`src/rtl/mul_pkg.sv`:
```
// Shared types and constants for the iterative RV32M multiplier.
// Latency: none (declarations only).
// Backpressure: none.
package mul_pkg;
    localparam int MUL_XLEN  = 32;
    localparam int MUL_CNT_W = 6;

    typedef enum logic [1:0] {
        IDLE = 2'd0,
        RUN  = 2'd1,
        DONE = 2'd2
    } state_t;

    localparam logic [2:0] F3_MUL    = 3'b000;
    localparam logic [2:0] F3_MULH   = 3'b001;
    localparam logic [2:0] F3_MULHSU = 3'b010;
    localparam logic [2:0] F3_MULHU  = 3'b011;
endpackage

```
`src/rtl/mul_sign_ctl.sv`:
```
// Operand magnitudes, product sign and high-half select from funct3.
// Latency: combinational.
// Backpressure: none.
module mul_sign_ctl
    import mul_pkg::*;
#(
    parameter int XLEN = MUL_XLEN
) (
    input  logic [2:0]      i_funct3,
    input  logic [XLEN-1:0] i_srca,
    input  logic [XLEN-1:0] i_srcb,
    output logic [XLEN-1:0] o_mag_a,
    output logic [XLEN-1:0] o_mag_b,
    output logic            o_neg,
    output logic            o_sel_hi
);
    logic w_a_signed;
    logic w_b_signed;
    logic w_a_neg;
    logic w_b_neg;

    // Unknown codes fall through to MUL: both signed, low half.
    always_comb begin
        w_a_signed = 1'b1;
        w_b_signed = 1'b1;
        o_sel_hi   = 1'b0;
        case (i_funct3)
            F3_MULH:   o_sel_hi = 1'b1;
            F3_MULHSU: begin
                w_b_signed = 1'b0;
                o_sel_hi   = 1'b1;
            end
            F3_MULHU:  begin
                w_a_signed = 1'b0;
                w_b_signed = 1'b0;
                o_sel_hi   = 1'b1;
            end
            default: ;
        endcase
    end

    assign w_a_neg = w_a_signed & i_srca[XLEN-1];
    assign w_b_neg = w_b_signed & i_srcb[XLEN-1];
    assign o_mag_a = w_a_neg ? (~i_srca + 1'b1) : i_srca;
    assign o_mag_b = w_b_neg ? (~i_srcb + 1'b1) : i_srcb;
    assign o_neg   = w_a_neg ^ w_b_neg;
endmodule

```
`src/rtl/mul_unit.sv`:
```
// Iterative shift-add RV32M multiplier (MUL/MULH/MULHSU/MULHU); MUL_EARLY_EXIT_EN enables early exit.
// Latency: XLEN+2 cycles request-to-done (early exit: highest set bit of |b| + 3).
// Backpressure: stall holds the pipeline from request through RUN; start ignored outside IDLE.
module mul_unit
    import mul_pkg::*;
#(
    parameter int XLEN  = MUL_XLEN,
    parameter int CNT_W = MUL_CNT_W
) (
    input  logic            clk,
    input  logic            rst_n,
    input  logic            start_mul,
    input  logic [2:0]      funct3,
    input  logic [XLEN-1:0] srca,
    input  logic [XLEN-1:0] srcb,
    output logic            busy,
    output logic            stall,
    output logic            done,
    output logic [XLEN-1:0] result
);
    state_t              r_state;
    state_t              w_state_nxt;
    logic [2*XLEN-1:0]   r_acc;
    logic [CNT_W-1:0]    r_cnt;
    logic [XLEN-1:0]     r_mag_a;
    logic                r_neg;
    logic                r_sel_hi;
    logic [XLEN-1:0]     r_result;

    logic [XLEN-1:0]     w_mag_a;
    logic [XLEN-1:0]     w_mag_b;
    logic                w_neg;
    logic                w_sel_hi;
    logic                w_accept;
    logic [XLEN:0]       w_sum;
    logic [2*XLEN-1:0]   w_acc_sh1;
    logic [2*XLEN-1:0]   w_acc_nxt;
    logic [2*XLEN-1:0]   w_prod;
    logic                w_last;

    mul_sign_ctl #(.XLEN(XLEN)) u_sign_ctl (
        .i_funct3 (funct3),
        .i_srca   (srca),
        .i_srcb   (srcb),
        .o_mag_a  (w_mag_a),
        .o_mag_b  (w_mag_b),
        .o_neg    (w_neg),
        .o_sel_hi (w_sel_hi)
    );

    assign w_accept = (r_state == IDLE) && start_mul;

    // Add into the high half at XLEN+1 bits so the carry survives the shift.
    assign w_sum     = {1'b0, r_acc[2*XLEN-1:XLEN]} + (r_acc[0] ? {1'b0, r_mag_a} : '0);
    assign w_acc_sh1 = {w_sum, r_acc[XLEN-1:1]};

`ifdef MUL_EARLY_EXIT_EN
    logic [XLEN-2:0] w_rem_mask;
    logic            w_rem_zero;

    // Multiplier bits above the one consumed this cycle; once all zero, the
    // remaining iterations only shift, so collapse them into one alignment.
    assign w_rem_mask = {(XLEN-1){1'b1}} >> r_cnt;
    assign w_rem_zero = (r_acc[XLEN-1:1] & w_rem_mask) == '0;
    assign w_last     = w_rem_zero || (r_cnt == CNT_W'(XLEN-1));
    assign w_acc_nxt  = w_rem_zero ? (w_acc_sh1 >> (CNT_W'(XLEN-1) - r_cnt)) : w_acc_sh1;
`else
    assign w_last    = (r_cnt == CNT_W'(XLEN-1));
    assign w_acc_nxt = w_acc_sh1;
`endif

    assign w_prod = r_neg ? (~w_acc_nxt + 1'b1) : w_acc_nxt;

    always_ff @(posedge clk or negedge rst_n) begin
        if (!rst_n) begin
            r_state <= IDLE;
        end else begin
            r_state <= w_state_nxt;
        end
    end

    always_comb begin
        w_state_nxt = r_state;
        busy        = 1'b0;
        stall       = 1'b0;
        done        = 1'b0;
        case (r_state)
            IDLE: begin
                stall = start_mul;
                if (start_mul) w_state_nxt = RUN;
            end
            RUN: begin
                busy  = 1'b1;
                stall = 1'b1;
                if (w_last) w_state_nxt = DONE;
            end
            DONE: begin
                busy        = 1'b1;
                done        = 1'b1;
                w_state_nxt = IDLE;
            end
            default: w_state_nxt = IDLE;
        endcase
    end

    always_ff @(posedge clk or negedge rst_n) begin
        if (!rst_n) begin
            r_acc    <= '0;
            r_cnt    <= '0;
            r_mag_a  <= '0;
            r_neg    <= 1'b0;
            r_sel_hi <= 1'b0;
            r_result <= '0;
        end else if (w_accept) begin
            r_acc    <= {{XLEN{1'b0}}, w_mag_b};
            r_cnt    <= '0;
            r_mag_a  <= w_mag_a;
            r_neg    <= w_neg;
            r_sel_hi <= w_sel_hi;
        end else if (r_state == RUN) begin
            r_acc <= w_acc_nxt;
            r_cnt <= r_cnt + CNT_W'(1);
            if (w_last) begin
                r_result <= r_sel_hi ? w_prod[2*XLEN-1:XLEN] : w_prod[XLEN-1:0];
            end
        end
    end

    assign result = r_result;
endmodule
```
`config.mk`:
```
export PLATFORM = sky130hd
export DESIGN_NAME = mul_unit
export DESIGN_NICKNAME = d
export VERILOG_FILES = /design/src/rtl/mul_pkg.sv /design/src/rtl/mul_sign_ctl.sv /design/src/rtl/mul_unit.sv
export SDC_FILE = /design/constraint.sdc
export NUM_CORES = 1
export LEC_CHECK = 0
export BUFFER_PORTS_ARGS = -buffer_cell sky130_fd_sc_hd__buf_2
export CELL_PAD_IN_SITES_DETAIL_PLACEMENT = 2
export CELL_PAD_IN_SITES_GLOBAL_PLACEMENT = 2
export CORE_MARGIN = 2
export CORE_UTILIZATION = 30
export DETAILED_ROUTE_END_ITERATION = 8
export PLACE_DENSITY_LB_ADDON = 0.1
export SLEW_MARGIN = 40
export SYNTH_ARGS = -nofsm -noshare
export SYNTH_HDL_FRONTEND = slang
export SYNTH_HIERARCHICAL = 1
export SYNTH_SLANG_ARGS = --single-unit
```
`constraint.sdc`:
```
create_clock -name clk -period 8.65 [get_ports clk]
set_clock_uncertainty 0.2 [all_clocks]
set_input_delay 1.73 -clock clk [delete_from_list [all_inputs] [get_ports clk]]
set_output_delay 1.73 -clock clk [all_outputs]
set_load 0.01 [all_outputs]
```
Yosys cells after proc, flatten, opt, wreduce, memory -nomap -nowiden --
Index checks and enable logic that the tools add are counted.
Storage, ports and cells: flip-flop bits (word level) 138, output and inout bits 35, memories kept 0, memory bits (writable) 0, memory bits (read-only) 0, logic and storage cells 53, bits in latches 0
Operators by class: $lt $le $gt $ge 0, reduce and logical (&&, ||, !) cells 8, multiply operators 0, bitwise gates (word level) 7, div/mod/pow operators 0, equal/unequal tests 8, shifts and indexed selects 0, $add $sub $neg 5, multiplexer cells 18
Operators by type and width (number):
- 2-to-1 mux 64 bit | 3
- 2-to-1 mux 32 bit | 4
- adder 32 x 1 -> 32 bit, second input constant | 2
- adder 64 x 1 -> 64 bit, second input constant | 1
- NOT 32 bit | 2
- NOT 64 bit | 1
- adder 32 x 32 -> 33 bit | 1
- 2-to-1 mux 6 bit | 2
- adder 6 x 1 -> 6 bit, second input constant | 1
- == test 3 x 2 -> 1 bit, second input constant | 2
- == test 6 x 5 -> 1 bit, second input constant | 1
- 2-to-1 mux 1 bit | 5
- 2-to-1 mux 2 bit | 2
- inequality test 2 bit, second input constant | 2
- one-hot mux 2 bit (2 select lines) | 1
- OR reduction 2 bit | 2
- == test 3 x 1 -> 1 bit, second input constant | 1
- AND reduction 3 bit | 1
- OR reduction 3 bit | 1
- AND 1 bit | 2
- == test 2 x 1 -> 1 bit, second input constant | 1
- == test 2 bit, second input constant | 1
- zero test 2 bit | 1
- one-hot mux 1 bit (2 select lines) | 1
- other kinds (5) | 5

Longest topological paths before layout --
Gate-level depths: netlist (run 1).
depth in word-level cells 6, gate-level depth with buffers 15

By module --
The synthesis (run 1) kept the hierarchy.
By module, submodules not included:
- mul_unit | area each 9361.5 um^2, times used 1, cells each 1119, sequential area each 3453.3 um^2
- mul_sign_ctl | area each 1423.9 um^2, times used 1, cells each 218, sequential area each 0.0 um^2

Worst setup path before layout (run 1) --
OpenSTA, ideal clock, no wires.
path type register to register, start register r_acc[0], end register r_result[30], in the netlist result[30], path slack 3674 ps, cell stages (with the launch flop) 16, arrival 4642 ps, path buffers 2, data required time 8316 ps, cells stage by stage dfrtp_1 -> clkbuf_1 -> and2_1 -> ha_1 -> fa_1 -> a21o_1 -> a221o_2 -> xor2_2 -> or4_1 -> or2_1 -> or4b_4 -> or4_1 -> buf_2 -> or4b_1 -> a21oi_1 -> o31ai_1
On the way: longest elaborated chain between the ends 6
Ends and longest elaborated chain:
- from (decl) | line mul_unit.sv:23 | logic [2*XLEN-1:0] r_acc;
- from (signal assigned) | line mul_unit.sv:115 | r_acc <= {{XLEN{1'b0}}, w_mag_b};
- from (signal assigned) | line mul_unit.sv:121 | r_acc <= w_acc_nxt;
- 2-to-1 mux 32 bit (*) | line mul_unit.sv:54 | assign w_sum = {1'b0, r_acc[2*XLEN-1:XLEN]} + (r_acc[0] ? {1'b0, r_mag_a} : '0);
- adder 32 x 32 -> 33 bit (*) | line mul_unit.sv:54
- NOT 64 bit | line mul_unit.sv:72 | assign w_prod = r_neg ? (~w_acc_nxt + 1'b1) : w_acc_nxt;
- adder 64 x 1 -> 64 bit | line mul_unit.sv:72
- 2-to-1 mux 64 bit (*) | line mul_unit.sv:72
- 2-to-1 mux 32 bit (*) | line mul_unit.sv:124 | r_result <= r_sel_hi ? w_prod[2*XLEN-1:XLEN] : w_prod[XLEN-1:0];
- to (signal assigned) | line mul_unit.sv:124
- to (decl) | line mul_unit.sv:28 | logic [XLEN-1:0] r_result;
Every way passes the cells marked *; elsewhere a longest branch is shown, timed or not. A chain may end at the register's enable or synchronous reset.

Final worst setup path (run 1) --
Same ends and word-level chain as after synthesis.

==> flow_metrics.env, run 1 <==
export IMPL_cap_viol_max_count=0
export IMPL_hold_depth=2
export IMPL_synthTopCellsByArea="dfrtp_1 (32%), nand2_1 (7.7%), xor2_1 (6.5%)"
export IMPL_worstSetupPathType="reg2reg"
export IMPL_area_delta_synth_final_pct=14.80
export IMPL_netlist_instances=1337
export IMPL_ys_async_sr_fraction_pct=100.0
export IMPL_synth_seq_area_share_pct=32.02
export IMPL_cts_resized=0
export IMPL_rsz0062_at_grt="false"
export IMPL_fmax_mhz=186.0
export IMPL_rows=69
export IMPL_sequentialPowerShare_pct=25.5
export IMPL_clockRootBuffer="clkbuf_16"
export IMPL_viasPerCell=5.339
export IMPL_cts_hold_buf=0
export IMPL_setup_viol=0
export IMPL_synth_nets=1447
export IMPL_grt_pass1_wl_mm=62.16
export IMPL_numCtsBuffers=17
export IMPL_fp_dieH_um=193.6
export IMPL_first_iter_violations=489
export IMPL_synth_area_um2=10790
export IMPL_total_power_mw=4.410
export IMPL_synth_seq_cells=138
export IMPL_maxSlewViolCount=0
export IMPL_worstHoldStart="result[19]$_DFFE_PN0P_"
export IMPL_syn_area_per_cell_um2=8.067
export IMPL_ys_types=76
export IMPL_overflow=0
export IMPL_cp_end_kind="flop"
export IMPL_p_clk_share_pct=18.6
export IMPL_grt_use_total_pct=20.87
export IMPL_hold_end="result[19]$_DFFE_PN0P_"
export IMPL_antenna_found_initial=1
export IMPL_ys_flop_type="dfrtp_1"
export IMPL_grt_pass1_vias=10490
export IMPL_grt_max_degree=89
export IMPL_yosysMostFrequentCell="nand2_1"
export IMPL_multi_input_area_um2=7018
export IMPL_tns_ps=0
export IMPL_route_detailed_drc=0
export IMPL_die_w_um=193.6
export IMPL_cts_setup_buffers=0
export IMPL_start_util_pct=30.40
export IMPL_timing_final_crit_share_pct=62.15
export IMPL_dp_hpwl_mm=30.44
export IMPL_antenna_cells=0
export IMPL_clock_sinks=138
export IMPL_crit_required_ps=8770
export IMPL_rrSetupSlack_ps=3270
export IMPL_die_area_um2=37480
export IMPL_min_path_type="reg2reg"
export IMPL_ioPinCount=105
export IMPL_worst_pin_slew_ps=793.0
export IMPL_cts_buffer_depth=2
export IMPL_cts_tree="done"
export IMPL_antenna_left=0
export IMPL_p_switching_mw=2.170
export IMPL_r2r_end="result[30]$_DFFE_PN0P_"
export IMPL_cp_startpoint="r_acc[0]$_DFFE_PN0N_"
export IMPL_finalNetCount=1510
export IMPL_gp_congestion=0.8174
export IMPL_fin_crit_ps=5376
export IMPL_clk_pin_slew_ps=70
export IMPL_core_um2=35480
export IMPL_critPathMaxFanout=33
export IMPL_dr_total_vias=10010
export IMPL_slew_headroom_pct=46.75
export IMPL_seqCellArea_um2=3456
export IMPL_wire_per_inst_um=20.88
export IMPL_timing_rr_start="r_acc[0]$_DFFE_PN0N_"
export IMPL_n_fill_cell=4053
export IMPL_ir_drop_v=0.0002037
export IMPL_p_leak_nw=5.580
export IMPL_cp_arrival_ps=5490
export IMPL_worstSetupStartpointType="flop"
export IMPL_power_density_nw_per_um2=356.2
export IMPL_drt_wl_total_mm=39.14
export IMPL_yosys_warnings=6
export IMPL_finalHoldViolations=0
export IMPL_h_tree_depth=4
export IMPL_synthTopCellsByCount="nand2_1 (221), dfrtp_1 (138), nor2_1 (119)"
export IMPL_p_sw_share_pct=49.21
export IMPL_drive_gt1_share_pct=12.31
export IMPL_synth_top_area_share_pct=32.02
export IMPL_dr_pass1_iters=5
export IMPL_pwr_share_comb_pct=55.9
export IMPL_portBuffers=104
export IMPL_clk_latency_ps=440
export IMPL_outcome="complete, no violations"
export IMPL_synth_top_area_cell="dfrtp_1"
export IMPL_synth_edf_count=0
export IMPL_p_int_mw=2.240
export IMPL_reg2regPathDepth=13
## placed cells by master, fill, tap and decap left out, types with 3 or more instances in the layout
cell       instances
nor2_1           119
clkinv_4           3
nor4_1            13
nor3_1            34
or2_2              6
clkbuf_16         17
o41ai_1           14
xnor2_1           59
o211ai_1           6
inv_1             19
bufinv_16          4
or3_1             22
nand2_1          220
a21o_1            10
nand3_1           22
a211oi_1           9
buf_2            103
o21a_1             5
mux2i_1           69
and3_1             6
o31ai_1           30
ha_1              38
nand4_1           13
o31a_1             3
a31oi_1           14
inv_6              3
o21bai_1           3
and2_1            40
o21ai_0          111
dfrtp_1          136
buf_4             10
xor2_1            80
nand2b_1           6
or4_1             16
and4_1             4
a21oi_1           79
## state kept, by name, summed over array words and instances (netlist names)
register  count
r_acc        64
r_mag_a      32
result       32
r_cnt         6
r_state       2
r_neg         1
r_sel_hi      1
## worst max-delay path, cell delays in order, from the launching register on
cell     delay (ps)
dfrtp_2         580
and2_1          220
ha_1            210
fa_1            440
a21o_1          210
a221o_2         450
xor2_2          210
or4_1           450
or2_1           280
or4b_4          530
or4_1           640
or4b_1          550
a21oi_1         170
o31ai_1         100
## layout make-up
cell class              instances  share of cell area [%]
multi-input cells            1108                   56.68
flip-flops and latches        138                   27.91
repair buffers                116                   5.063
well taps                     461                   4.658
clock buffers                  19                   3.577
clock inverters                13                   1.536
inverters                      19                  0.5760
## metrics by stage
| stage | utilization [%] | hold WS, ps | setup slack, ps | area, um2 | instances |
|---|---|---|---|---|---|
| after global placement | 33.03 | 246.2 | 3204 | 11720 | 1842 |
| after global routing | 34.90 | 288.7 | 3035 | 12380 | 1874 |
| after floorplan | - | 237.5 | 3674 | 10790 | 1337 |
| final | 34.90 | 268.4 | 3274 | 12380 | 1874 |
| after CTS | 34.87 | 274.1 | 3071 | 12370 | 1874 |
| after detailed placement | 33.09 | 258.6 | 3088 | 11740 | 1842 |
## power groups by stage
stage | combinational (mW) | clock (mW) | sequential (mW)
2_1_floorplan | 1.72 | 0 | 1.01
3_3_place_gp | 2.43 | 0 | 1.12
3_5_place_dp | 2.49 | 0 | 1.14
4_1_cts | 2.51 | 0.836 | 1.12
5_1_grt | 2.75 | 0.860 | 1.15
6_report | 2.46 | 0.821 | 1.12
## worst max path at each step
stage	to	slack (ps)	depth (start not counted)
floorplan	result[30]$_DFFE_PN0P_	3670	15
global placement	result[30]$_DFFE_PN0P_	3200	13
detailed placement	result[30]$_DFFE_PN0P_	3090	13
CTS	result[30]$_DFFE_PN0P_	3070	12
global route	result[30]$_DFFE_PN0P_	3040	12
finish	result[30]$_DFFE_PN0P_	3270	13
## cell families (layout without fill, tap and decap cells)
logic type | Yosys count | in the layout | share of synthesized area, %
AND/OR/NAND/NOR | 547 | 547 | 24.36
XOR/XNOR | 141 | 141 | 11.52
buffers and inverters | 91 | 167 | 3.260
flip-flops | 138 | 138 | 32.02
multiplexers | 69 | 69 | 6.404
AO/OA/AOI/OAI | 311 | 311 | 17.73
adder cells (fa/ha/maj) | 40 | 40 | 4.710
## metal layers
| layer | share of wire, % | GRT usage (%) | wire length [um] |
|---|---|---|---|
| met5 | 0 | 0 | 0 |
| met4 | 1.3 | 4.835 | 524 |
| met3 | 2.6 | 2.284 | 1016 |
| met2 | 44 | 32.31 | 17290 |
| met1 | 52 | 31.02 | 20300 |
Note: power is estimated with default switching activity, not from simulation.
==> inputs of run 2 (changes only) <==
Clock period 8.65 ns to 5.1 ns, I/O delays scaled along.
==> run 2 against run 1 <==
  * Die area stayed put
  * Maximum frequency increased by 10%
  * Clock-buffer cell count fell by 1
==> flow_metrics.env, run 2 (synthesis gave the netlist of run 1 again) <==
export IMPL_finalHoldViolations=0
export IMPL_start_util_pct=30.40
export IMPL_grt_pass1_wl_mm=62.79
export IMPL_ir_drop_v=0.0003105
export IMPL_largest_reg_flops=64
export IMPL_dp_hpwl_mm=30.67
export IMPL_cap_viol_max_count=0
export IMPL_finalNetCount=1528
export IMPL_dpl_worst_slack_ps=112.0
export IMPL_cp_arrival_ps=4980
export IMPL_grt_max_degree=94
export IMPL_die_area_um2=37480
export IMPL_cp_end_kind="flop"
export IMPL_clock_sinks=138
export IMPL_area_delta_synth_final_pct=16.04
export IMPL_first_iter_violations=485
export IMPL_dr_total_vias=10090
export IMPL_timing_rr_start="r_acc[0]$_DFFE_PN0N_"
export IMPL_worstHoldStart="result[19]$_DFFE_PN0P_"
export IMPL_timing_final_crit_share_pct=95.60
export IMPL_clockRootBuffer="clkbuf_16"
export IMPL_drive_gt1_share_pct=13.77
export IMPL_cp_num_buf_inv=1
export IMPL_met3_usage_pct=2.336
export IMPL_rrSetupSlack_ps=220
export IMPL_fin_crit_ps=4875
export IMPL_rsz0062_at_grt="true"
export IMPL_outcome="complete, no violations"
export IMPL_crit_chain="and2_1 > ha_1 > fa_2 > a21o_1 > a221o_2 > buf_4 > a31oi_4 > xnor2_1 > a211o_1 > or4b_4 > or4_1 > or4b_1 > a21oi_1 > o31ai_1"
export IMPL_grt_busiest_layer="met2"
export IMPL_rows=69
export IMPL_hold_end="result[19]$_DFFE_PN0P_"
export IMPL_fin_cells=1892
export IMPL_largest_register="r_acc"
export IMPL_final_setup_worst_slack_ps=224.6
export IMPL_worstSetupStartpointType="flop"
export IMPL_worst_pin_slew_ps=764.9
export IMPL_route_detailed_drc=0
export IMPL_power_density_nw_per_um2=603.2
export IMPL_tns_ps=0
export IMPL_grt_pass1_vias=10550
export IMPL_dr_pass1_iters=4
export IMPL_core_um2=35480
export IMPL_setup_viol=0
export IMPL_dp_cells=1860
export IMPL_final_common_cell="nand2_1"
export IMPL_numCtsBuffers=17
export IMPL_h_tree_depth=4
export IMPL_overflow=0
export IMPL_use_met2_pct=33.23
export IMPL_reg2regPathDepth=14
export IMPL_slowest_stage="or4b_4"
export IMPL_maxSlewViolCount=0
export IMPL_fmax_mhz=205.1
export IMPL_critPathMaxFanout=6
export IMPL_crit_family="simple AND/OR/NAND/NOR gates"
export IMPL_antenna_left=0
export IMPL_wire_per_inst_um=21.02
export IMPL_antenna_cells=0
export IMPL_drt_wl_total_mm=39.77
export IMPL_min_path_type="reg2reg"
export IMPL_crit_path_max_incr_delay_ps=600
export IMPL_fp_dieH_um=193.6
export IMPL_viasPerCell=5.332
export IMPL_slew_headroom_pct=49.01
export IMPL_p_leak_nw=5.646
export IMPL_cts_tree="done"
export IMPL_clk_pin_slew_ps=70
export IMPL_cts_hold_buf=0
export IMPL_whs_ps=267.7
export IMPL_gp_congestion=0.8242
export IMPL_ioPinCount=105
export IMPL_die_w_um=193.6
export IMPL_grt_use_total_pct=21.24
export IMPL_clk_latency_ps=440
export IMPL_n_fill_cell=4132
export IMPL_final_cell_mix="nand2_1 (220), dfrtp_1 (136), nor2_1 (119)"
export IMPL_worstSetupPathType="reg2reg"
export IMPL_hold_depth=2
export IMPL_antenna_found_initial=0
export IMPL_r2r_end="result[30]$_DFFE_PN0P_"
export IMPL_use_met1_pct=31.30
export IMPL_cts_buffer_depth=2
export IMPL_crit_required_ps=5200
export IMPL_portBuffers=104
## run 2: tightest hold or removal path: stages (launching register included)
cell and delay [ps]:
dfrtp_1 340, nand2_1 50, nand2_1 50
## run 2: worst max path at each step
stage | from | to | slack (ps) | cells past startpoint
3_5_place_dp | r_acc[0]$_DFFE_PN0N_ | result[30]$_DFFE_PN0P_ | 110 | 14
3_3_place_gp | r_acc[0]$_DFFE_PN0N_ | result[30]$_DFFE_PN0P_ | 230 | 14
2_1_floorplan | r_acc[0]$_DFFE_PN0N_ | result[30]$_DFFE_PN0P_ | 120 | 15
4_1_cts | r_acc[0]$_DFFE_PN0N_ | result[30]$_DFFE_PN0P_ | 100 | 14
5_1_grt | r_acc[0]$_DFFE_PN0N_ | result[27]$_DFFE_PN0P_ | -8 | 15
6_report | r_acc[0]$_DFFE_PN0N_ | result[30]$_DFFE_PN0P_ | 220 | 14
## run 2: cell type report
type / count / area, um2 / share of cell area (%)
inverters: 19 / 71.32 / 0.5698
repair buffers: 134 / 777.0 / 6.208
multi-input cells: 1108 / 7032 / 56.18
flip-flops and latches: 138 / 3458 / 27.63
well taps: 461 / 576.8 / 4.609
clock inverters: 14 / 161.4 / 1.290
clock buffers: 18 / 439.2 / 3.509
## run 2: timing repair
item | CTS | global route
endpoints found under the setup margin | 0 | 10
resized for setup | 0 | 8
hold endpoints to repair | 0 | 0
buffers inserted | 0 | 0
## run 2: routing by layer
| layer | wire, um | vias up |
|---|---|---|
| met5 | 0 | - |
| met4 | 566 | 0 |
| met3 | 974 | 29 |
| met2 | 17560 | 141 |
| met1 | 20670 | 5022 |
| li1 | - | 4897 |
## run 2: per-stage QoR
| stage | instance area, um2 | utilization (%) | total power, mW |
|---|---|---|---|
| floorplan | 10790 | - | 4.638 |
| global placement | 11880 | 33.48 | 6.156 |
| detailed placement | 11890 | 33.52 | 6.263 |
| CTS | 12490 | 35.21 | 7.630 |
| global route | 12520 | 35.27 | 8.145 |
| finish | 12520 | 35.27 | 7.549 |
## run 2: where the power goes
part	internal [mW]	switching, mW	total [mW]
Clock	0.746	0.564	1.31
Sequential	1.47	0.545	2.01
Combinational	1.59	2.63	4.23
==> inputs of run 3 (changes only) <==
Settings changed: ABC_AREA from default to 1, HOLD_SLACK_MARGIN from default to 0.02.
==> run 3 against run 2 <==
  * Sequential power shrank 9%
  * Critical path type unchanged
  * Largest power group unchanged
  * Largest cell class unchanged
  * Total power grew 5.5%
  * Clock-buffer cell count is the same
  * Worst setup slack gained 970 ps
  * Sequential share of layout area shrank 3.7 points
  * Register-to-register slack gained 970 ps
  * Sequential cell count is the same
  * Die area grew 18%
  * Highest routed layer unchanged
  * Area after synthesis grew 18%
  * Utilization shrank 0.86 points
  * Combinational power grew 9.9%
  * Final area grew 15%
==> flow_metrics.env, run 3 <==
export IMPL_numCtsBuffers=17
export IMPL_cap_viol_max_count=0
export IMPL_ir_drop_v=0.0002239
export IMPL_synthXorXnorAreaFrac_pct=2.270
export IMPL_clk_pin_slew_ps=60
export IMPL_finalHoldViolations=0
export IMPL_clock_sinks=138
export IMPL_synth_nets=2259
export IMPL_ys_types=45
export IMPL_synth_seq_area_share_pct=27.12
export IMPL_grt_pass1_wl_mm=88.97
export IMPL_synth_top_area_share_pct=27.12
export IMPL_seqCellArea_um2=3456
export IMPL_dr_total_vias=14080
export IMPL_drive_gt1_share_pct=11.60
export IMPL_dp_cells=2749
export IMPL_tns_ps=0
export IMPL_die_w_um=210.0
export IMPL_min_path_type="reg2reg"
export IMPL_start_util_pct=30.36
export IMPL_antenna_found_initial=0
export IMPL_ioPinCount=105
export IMPL_synth_top_family_by_area="simple AND/OR/NAND/NOR gates"
export IMPL_n_fill_cell=5355
export IMPL_first_iter_violations=598
export IMPL_grt_use_total_pct=26.07
export IMPL_maxSlewViolCount=0
export IMPL_synth_area_mux_share_pct=0
export IMPL_dr_pass1_iters=5
export IMPL_crit_required_ps=5270
export IMPL_fin_crit_ps=3909
export IMPL_worst_pin_slew_ps=768.4
export IMPL_worstSetupPathType="reg2reg"
export IMPL_worstSetupStartpointType="flop"
export IMPL_fin_cells=2780
export IMPL_cts_resized=0
export IMPL_largest_register="r_acc"
export IMPL_synth_edf_count=0
export IMPL_grt_max_degree=85
export IMPL_critPathMaxFanout=29
export IMPL_area_delta_synth_final_pct=13.35
export IMPL_largest_reg_flops=64
export IMPL_crit_top_cell="nand2_1"
export IMPL_clk_latency_ps=450
export IMPL_fp_dieH_um=210.0
export IMPL_outcome="complete, no violations"
export IMPL_ys_flop_type="dfrtp_1"
export IMPL_die_area_um2=44110
export IMPL_synth_area_um2=12730
export IMPL_synthTopCellsByArea="dfrtp_1 (27%), nand2_1 (24%), inv_1 (8.3%)"
export IMPL_grt_pass1_vias=15220
export IMPL_crit_path_max_incr_delay_ps=620
export IMPL_cp_arrival_ps=4080
export IMPL_viasPerCell=5.066
export IMPL_slew_headroom_pct=48.70
export IMPL_crit_family="simple AND/OR/NAND/NOR gates"
export IMPL_cts_hold_buf=0
export IMPL_synth_simple_area_share_pct=44.44
export IMPL_final_common_cell="nand2_1"
export IMPL_place_area_um2=13760
export IMPL_finalNetCount=2339
export IMPL_rows=75
export IMPL_synth_seq_cells=138
export IMPL_timing_final_crit_share_pct=76.65
export IMPL_cp_num_buf_inv=1
export IMPL_setup_viol=0
export IMPL_cts_buffer_depth=2
export IMPL_final_setup_worst_slack_ps=1191
export IMPL_rsz0062_at_grt="false"
export IMPL_h_tree_depth=4
export IMPL_multi_input_area_um2=7868
export IMPL_core_um2=41950
export IMPL_syn_area_per_cell_um2=5.925
export IMPL_antenna_left=0
export IMPL_fmax_mhz=255.8
export IMPL_yosys_warnings=6
export IMPL_slowest_stage="dfrtp_2"
export IMPL_drt_wl_total_mm=55.85
export IMPL_netlist_instances=2149
export IMPL_synth_top_area_cell="dfrtp_1"
export IMPL_portBuffers=104
export IMPL_antenna_cells=0
export IMPL_clockRootBuffer="clkbuf_16"
export IMPL_route_detailed_drc=0
export IMPL_cts_setup_buffers=0
export IMPL_fin_util_pct=34.41
export IMPL_dp_hpwl_mm=45.97
export IMPL_overflow=0
export IMPL_wire_per_inst_um=20.09
export IMPL_crit_chain="nand2_1 > inv_1 > ha_1 > fa_1 > nand3_1 > nand3_1 > nand3_2 > nand3_2 > nand2_1 > nand3_1 > nand2_1 > nand2_1 > nor2_1 > nand3_1 > nand2_1 > nand2_1 > nand2_1 > nand3_1 > a21oi_1"
export IMPL_dpl_worst_slack_ps=1244
export IMPL_synth_compound_area_share_pct=11.06
export IMPL_ys_async_sr_fraction_pct=100.0
export IMPL_synthTopCellsByCount="nand2_1 (801), inv_1 (282), nor2_1 (253)"
export IMPL_power_density_nw_per_um2=551.9
export IMPL_cts_tree="done"
export IMPL_final_cell_mix="nand2_1 (801), inv_1 (282), nor2_1 (252)"
export IMPL_fin_area_um2=14430
export IMPL_cp_end_kind="flop"
export IMPL_synth_adder_area_share_pct=3.989
export IMPL_p_leak_nw=7.877
export IMPL_yosysMostFrequentCell="nand2_1"
export IMPL_gp_congestion=0.9120
## run 3: cell types whose count changed after synthesis, moves of 28 or more
cell,previous run,this run
nand2_1,221,801
inv_1,19,282
nor2_1,119,253
nand3_1,23,155
mux2i_1,69,0
xor2_1,80,20
xnor2_1,60,13
and2_1,41,2
nand2_2,0,35
o221ai_1,1,31
o31ai_1,30,2
## run 3: cells by family after synthesis
logic type | after synthesis
XOR/XNOR | 33
AO/OA/AOI/OAI | 243
AND/OR/NAND/NOR | 1340
buffers and inverters | 355
flip-flops | 138
adder cells (fa/ha/maj) | 40
## run 3: path summary, 6_finish.rpt
path / slack [ps] / start / cells past startpoint / end
max in group asynchronous: 3380 / rst_n / 2 / r_acc[21]$_DFFE_PN0N_
setup reg to reg: 1190 / r_acc[0]$_DFFE_PN0N_ / 19 / result[28]$_DFFE_PN0P_
setup / recovery: 1190 / r_acc[0]$_DFFE_PN0N_ / 19 / result[28]$_DFFE_PN0P_
min in group asynchronous: 350 / rst_n / 1 / r_acc[52]$_DFFE_PN0N_
hold reg to reg: 270 / r_cnt[5]$_DFFE_PN0N_ / 1 / r_cnt[5]$_DFFE_PN0N_
hold / removal: 270 / r_cnt[5]$_DFFE_PN0N_ / 1 / r_cnt[5]$_DFFE_PN0N_
## run 3: routing by layer
| metal | wire [um] | GRT usage [%] | part of all wire (%) | vias up |
|---|---|---|---|---|
| met2 | 26980 | 45.00 | 48 | 152 |
| li1 | - | - | - | 6918 |
| met4 | 1033 | 6.310 | 1.8 | 0 |
| met3 | 962 | 2.399 | 1.7 | 43 |
| met1 | 26870 | 35.16 | 48 | 6970 |
| met5 | 0 | 0 | 0 | - |
## run 3: final cells by class
class                           instances  area share [%]
Inverter                              297           7.724
Sequential cell                       138           23.94
Clock buffer                           18           2.973
Timing Repair Buffer                  119           4.456
Clock inverter                         13           1.725
Tap cell                              539           4.672
Multi-Input combinational cell       1656           54.51
## run 3: per-stage QoR
step	hold slack (ps)	power (mW)
after detailed placement	262.7	6.471
after global routing	311.3	8.635
after global placement	248.0	6.295
after CTS	277.5	8.024
after floorplan	232.0	4.834
final	269.2	7.967
## run 3: where the power goes
group / leakage, nW / switching (mW) / total [mW] / internal, mW
logic: 5.74 / 3.33 / 4.65 / 1.32
registers: 1.82 / 0.384 / 1.83 / 1.45
clock network: 0.326 / 0.527 / 1.49 / 0.961
